==> src/rtl/uart_pkg.sv <==
// Shared UART definitions: transmitter state encoding and line-level bit values
// used by both the transmitter and the receiver.
package uart_pkg;

    typedef enum logic [2:0] {
        IDLE,
        START,
        DATA,
        PARITY,
        STOP
    } tx_state_t;

    localparam logic START_BIT = 1'b0;
    localparam logic STOP_BIT  = 1'b1;

endpackage

==> src/rtl/uart_baud_gen.sv <==
// Baud divider: bit_tick marks the last clk of every CLKS_PER_BIT-cycle bit period.
// clear holds the count at zero so the first period starts exactly on a frame accept.
module uart_baud_gen #(
    parameter int CLKS_PER_BIT = 16
) (
    input  logic clk,
    input  logic rst,
    input  logic clear,
    output logic bit_tick
);

    localparam int CW = (CLKS_PER_BIT > 1) ? $clog2(CLKS_PER_BIT) : 1;
    localparam logic [CW-1:0] LAST = CW'(CLKS_PER_BIT - 1);

    logic [CW-1:0] count;

    // Reloading on every tick keeps each period exactly CLKS_PER_BIT long.
    always_ff @(posedge clk) begin
        if (rst || clear || bit_tick) begin
            count <= '0;
        end else begin
            count <= count + CW'(1);
        end
    end

    assign bit_tick = (count == LAST);

endmodule

==> src/rtl/uart_tx_fsm.sv <==
// UART transmitter: start bit, WIDTH data bits LSB first, optional parity, STOP_BITS stop bits.
// Define UART_TX_PARITY_EN to include the parity bit (even, or odd with PARITY_ODD=1).
module uart_tx_fsm #(
    parameter int WIDTH        = 8,
    parameter int CLKS_PER_BIT = 16,
    parameter int STOP_BITS    = 1,
    parameter int PARITY_ODD   = 0
) (
    input  logic             clk,
    input  logic             rst,
    input  logic [WIDTH-1:0] d_in,
    input  logic             d_valid,
    output logic             d_ready,
    output logic             tx,
    output logic             busy,
    output logic             done
);

    import uart_pkg::*;

    localparam int BW = $clog2(WIDTH);

    if ((WIDTH < 5) || (WIDTH > 9) || (CLKS_PER_BIT < 2) || (STOP_BITS < 1) || (STOP_BITS > 2)
        || (PARITY_ODD < 0) || (PARITY_ODD > 1)) begin : g_bad_params
        $error("uart_tx_fsm: parameter out of range");
    end

    tx_state_t      state, state_next;
    logic [WIDTH-1:0] shift, shift_next;
    logic [BW-1:0]  bit_cnt, bit_cnt_next;
    logic           tx_next, done_next;
    logic           bit_tick, accept, last_data, last_stop;

    assign d_ready   = (state == IDLE);
    assign accept    = d_ready && d_valid;
    assign last_data = (bit_cnt == BW'(WIDTH - 1));
    assign last_stop = (bit_cnt == BW'(STOP_BITS - 1));

    uart_baud_gen #(
        .CLKS_PER_BIT(CLKS_PER_BIT)
    ) u_baud (
        .clk     (clk),
        .rst     (rst),
        .clear   (d_ready),
        .bit_tick(bit_tick)
    );

`ifdef UART_TX_PARITY_EN
    localparam logic ODD = (PARITY_ODD != 0);
    logic parity;

    // Parity comes from the word as accepted, not the shifting copy.
    always_ff @(posedge clk) begin
        if (rst) begin
            parity <= 1'b0;
        end else if (accept) begin
            parity <= (^d_in) ^ ODD;
        end
    end
`endif

    always_ff @(posedge clk) begin
        if (rst) begin
            state   <= IDLE;
            tx      <= STOP_BIT;
            busy    <= 1'b0;
            done    <= 1'b0;
            shift   <= '0;
            bit_cnt <= '0;
        end else begin
            state   <= state_next;
            tx      <= tx_next;
            busy    <= (state_next != IDLE);
            done    <= done_next;
            shift   <= shift_next;
            bit_cnt <= bit_cnt_next;
        end
    end

    always_comb begin
        state_next = state;
        case (state)
            IDLE:   if (d_valid)  state_next = START;
            START:  if (bit_tick) state_next = DATA;
            DATA: begin
                if (bit_tick && last_data) begin
`ifdef UART_TX_PARITY_EN
                    state_next = PARITY;
`else
                    state_next = STOP;
`endif
                end
            end
            PARITY: if (bit_tick) state_next = STOP;
            STOP:   if (bit_tick && last_stop) state_next = IDLE;
            default: state_next = IDLE;
        endcase
    end

    // tx is driven from the next state so the line changes on the same edge as the state.
    always_comb begin
        shift_next   = shift;
        bit_cnt_next = bit_cnt;
        tx_next      = STOP_BIT;
        done_next    = 1'b0;

        if (accept) begin
            shift_next = d_in;
        end else if ((state == DATA) && bit_tick && !last_data) begin
            shift_next = shift >> 1;
        end

        if (bit_tick && (state != IDLE)) begin
            if (((state == DATA) && !last_data) || ((state == STOP) && !last_stop)) begin
                bit_cnt_next = bit_cnt + BW'(1);
            end else begin
                bit_cnt_next = '0;
            end
        end

        case (state_next)
            IDLE:   tx_next = STOP_BIT;
            START:  tx_next = START_BIT;
            DATA:   tx_next = shift_next[0];
`ifdef UART_TX_PARITY_EN
            PARITY: tx_next = parity;
`else
            PARITY: tx_next = STOP_BIT;
`endif
            STOP:   tx_next = STOP_BIT;
            default: tx_next = STOP_BIT;
        endcase

        done_next = (state == STOP) && bit_tick && last_stop;
    end

endmodule

==> config.mk <==
export PLATFORM = sky130hd
export DESIGN_NAME = uart_tx_fsm
export DESIGN_NICKNAME = d
export VERILOG_FILES = /design/src/rtl/uart_pkg.sv /design/src/rtl/uart_baud_gen.sv /design/src/rtl/uart_tx_fsm.sv
export SDC_FILE = /design/constraint.sdc
export NUM_CORES = 1
export LEC_CHECK = 0
export CELL_PAD_IN_SITES_DETAIL_PLACEMENT = 0
export CELL_PAD_IN_SITES_GLOBAL_PLACEMENT = 2
export CORE_UTILIZATION = 32
export CTS_CLUSTER_DIAMETER = 150
export DETAILED_ROUTE_END_ITERATION = 12
export PLACE_DENSITY = 0.76
export SYNTH_ARGS = -nofsm -noshare
export SYNTH_HDL_FRONTEND = slang
export SYNTH_SLANG_ARGS = --single-unit
==> constraint.sdc <==
create_clock -name clk -period 1.93 [get_ports clk]
set_input_delay 0.579 -clock clk [delete_from_list [all_inputs] [get_ports clk]]
set_output_delay 0.579 -clock clk [all_outputs]
set_load 0.01 [all_outputs]
==> results.cfg <==
[sta]
fmax_ghz = 0.540
finClkSkew_ns = 0.00408
worst_slack_ns = 0.0792
finalCriticalPeriod_ns = 1.85
setup_viol = 0
rsz0062_at_grt = no
tightestPinTransition_ns = 0.416
hold_viol_final = 0
fin_crit_sh = 0.959
drv_slew = 0
timing.hold.ws_ns = 0.467
slew-limit-headroom = 0.716

[placement]
gp_congestion = 0.720
numPlacedInstances = 157
dp_hpwl_um = 1700
dp_slack_ns = -0.241
portBuffers = 14

[yosys]
syn_avg_cell_area_um2 = 9.43
synth_area_um2 = 971
ys_types = 40
yosys_warnings = 0
ys_seq_area_frac = 0.433
syn-num-nets = 118
yosysTopAreaCell = dfxtp_1
synth_cells = 103
synth_area_leaders = dfxtp_1 (43%), ha_1 (5.2%), nor2_1 (5.0%)
synth_top_area_frac = 0.433
async_reset_ff_frac = 0
ys_ff_latch = 21
synthFlopType = dfxtp_1
synth_edf_count = 0
yosysMostFrequentCell = dfxtp_1
ys_top_cells_by_count = dfxtp_1 (21), nor2_1 (13), a21oi_1 (9)

[floorplanning]
die_h_um = 57.1
die_w_um = 57.1
core_area_um2 = 2810
ioPinCount = 15
row_count = 19
dieArea_um2 = 3260
start_util = 0.346

[route]
drt_pre_antenna_iters = 8
avgViaCountPerCell = 5.25
dr_total_vias = 845
wl_um = 2210
drt-initial-drc-count = 26
wl_per_cell_um = 13.7
drc_errors = 2
ant_nets = 0

[critical_path]
critPathKind = in2reg
worstPathMaxFanout = 3
crit_required_ns = 2.13
cp-end-kind = flop
reg2reg_to = tx$_SDFF_PP1_
reg2reg_depth = 5
r2r_start = bit_cnt[0]$_SDFFE_PP0P_
critPathArrivalTime_ns = 2.05
start_kind = input pin
worst-r2r-setup-slack_ns = 0.13

[global_route]
grt_max_degree = 14
grt_use_total = 0.153
grt_first_pass_wirelength_um = 3850
grt_pass1_vias = 858
grt_overflow = 0
antenna_found_initial = 0

[cts]
cts_root_buf = clkbuf_4
clock_sinks = 21
worstSkewPairLatency_ns = 0.31
clk_pin_slew_ns = 0.12
clk_path_buf_depth = 2
cts_tree = yes
cts_buffers = 3
htreeDepth = 1
post_cts_buffers = 0

[cells_and_area]
syn2layout_area_growth_pct = 29.8
drive_above_1_share = 0.177
stdcell_count = 161
fin_nets = 146
antenna_cells = 0

[outcome]
violations = design-rule violations
outcome = finished, violations left

[power]
vdd_drop_max_v = 0.000325
leakage_nw = 0.490
powerDensity_nw_per_um2 = 633

[min_path]
min_to = shift[3]$_SDFFE_PP0P_
hold_depth = 2
hold_start = shift[3]$_SDFFE_PP0P_
hold_class = reg2reg

[run]
drv_cap = 0
state kept, by name, indices dropped and copies added, names as in the netlist:
name,flops
shift,8
u_baud.count,4
bit_cnt,3
state,3
busy,1
done,1
tx,1
logic make-up after synthesis:
family | synth area share
flip-flops | 0.433
XOR/XNOR | 0.0180
buffers and inverters | 0.0296
multiplexers | 0.0206
AO/OA/AOI/OAI | 0.202
AND/OR/NAND/NOR | 0.245
adder cells (fa/ha/maj) | 0.0515
per-layer routing:
layer	GRT usage	up-vias	wire, µm
met5	0	-	0
met4	0.0627	0	24
met3	0.0272	4	56
met2	0.266	10	1100
met1	0.186	402	1020
li1	-	429	-
layout make-up:
type                       instances  area [µm²]
timing repair buffer              27         236
fill                             286        1550
clock buffer                       4        26.3
inverter                           3        11.3
sequential                        21         420
multi-input combinational         75         527
tap                               31        38.8
repair_timing:
action | CTS | global route
endpoints found under the setup margin | 1 | 0
hold buffers | 0 | 0
gates resized for setup | 2 | 0
worst max-delay path: stages:
cell and delay [ns]:
clkdlybuf4s50_1 0.48, or4b_1 0.49, o41a_4 0.14, a221oi_2 0.26, a21oi_1 0.10
power by group:
| group | internal, mW | switching (mW) |
|---|---|---|
| clock | 0.0807 | 0.138 |
| combinational | 0.0655 | 0.0516 |
| sequential | 0.453 | 0.00951 |
| total | 0.599 | 0.199 |
placed cells by master (no fill, tap or decap), types with 2 or more instances in the layout:
cell type        count
a211oi_1             2
a21oi_1              9
a22oi_1              4
a32oi_1              2
buf_4               13
clkbuf_4             3
clkdlybuf4s50_1     13
dfxtp_1             21
ha_1                 4
inv_1                3
mux2i_1              2
nand2_1              6
nand3_1              2
nor2_1              13
nor3_1               3
or3_1                3
through the flow:
step                      setup TNS [ns]  area [µm²]   util  power [mW]
after floorplan                        0         971      -       0.528
after global placement             -1.50        1230  0.438       0.589
after detailed placement           -1.71        1230  0.438       0.591
after CTS                              0        1260  0.449       0.810
after global routing                   0        1260  0.449       0.837
final                                  0        1260  0.449       0.798
worst max-delay path by stage:
stage / startpoint / end / depth (start not counted)
6_report: d_valid / tx$_SDFF_PP1_ / 5
5_1_grt: d_valid / tx$_SDFF_PP1_ / 5
4_1_cts: d_valid / tx$_SDFF_PP1_ / 5
3_5_place_dp: d_valid / tx$_SDFF_PP1_ / 5
3_3_place_gp: d_valid / tx$_SDFF_PP1_ / 5
2_1_floorplan: d_valid / tx$_SDFF_PP1_ / 5
Power figures use the tool's default switching activity.
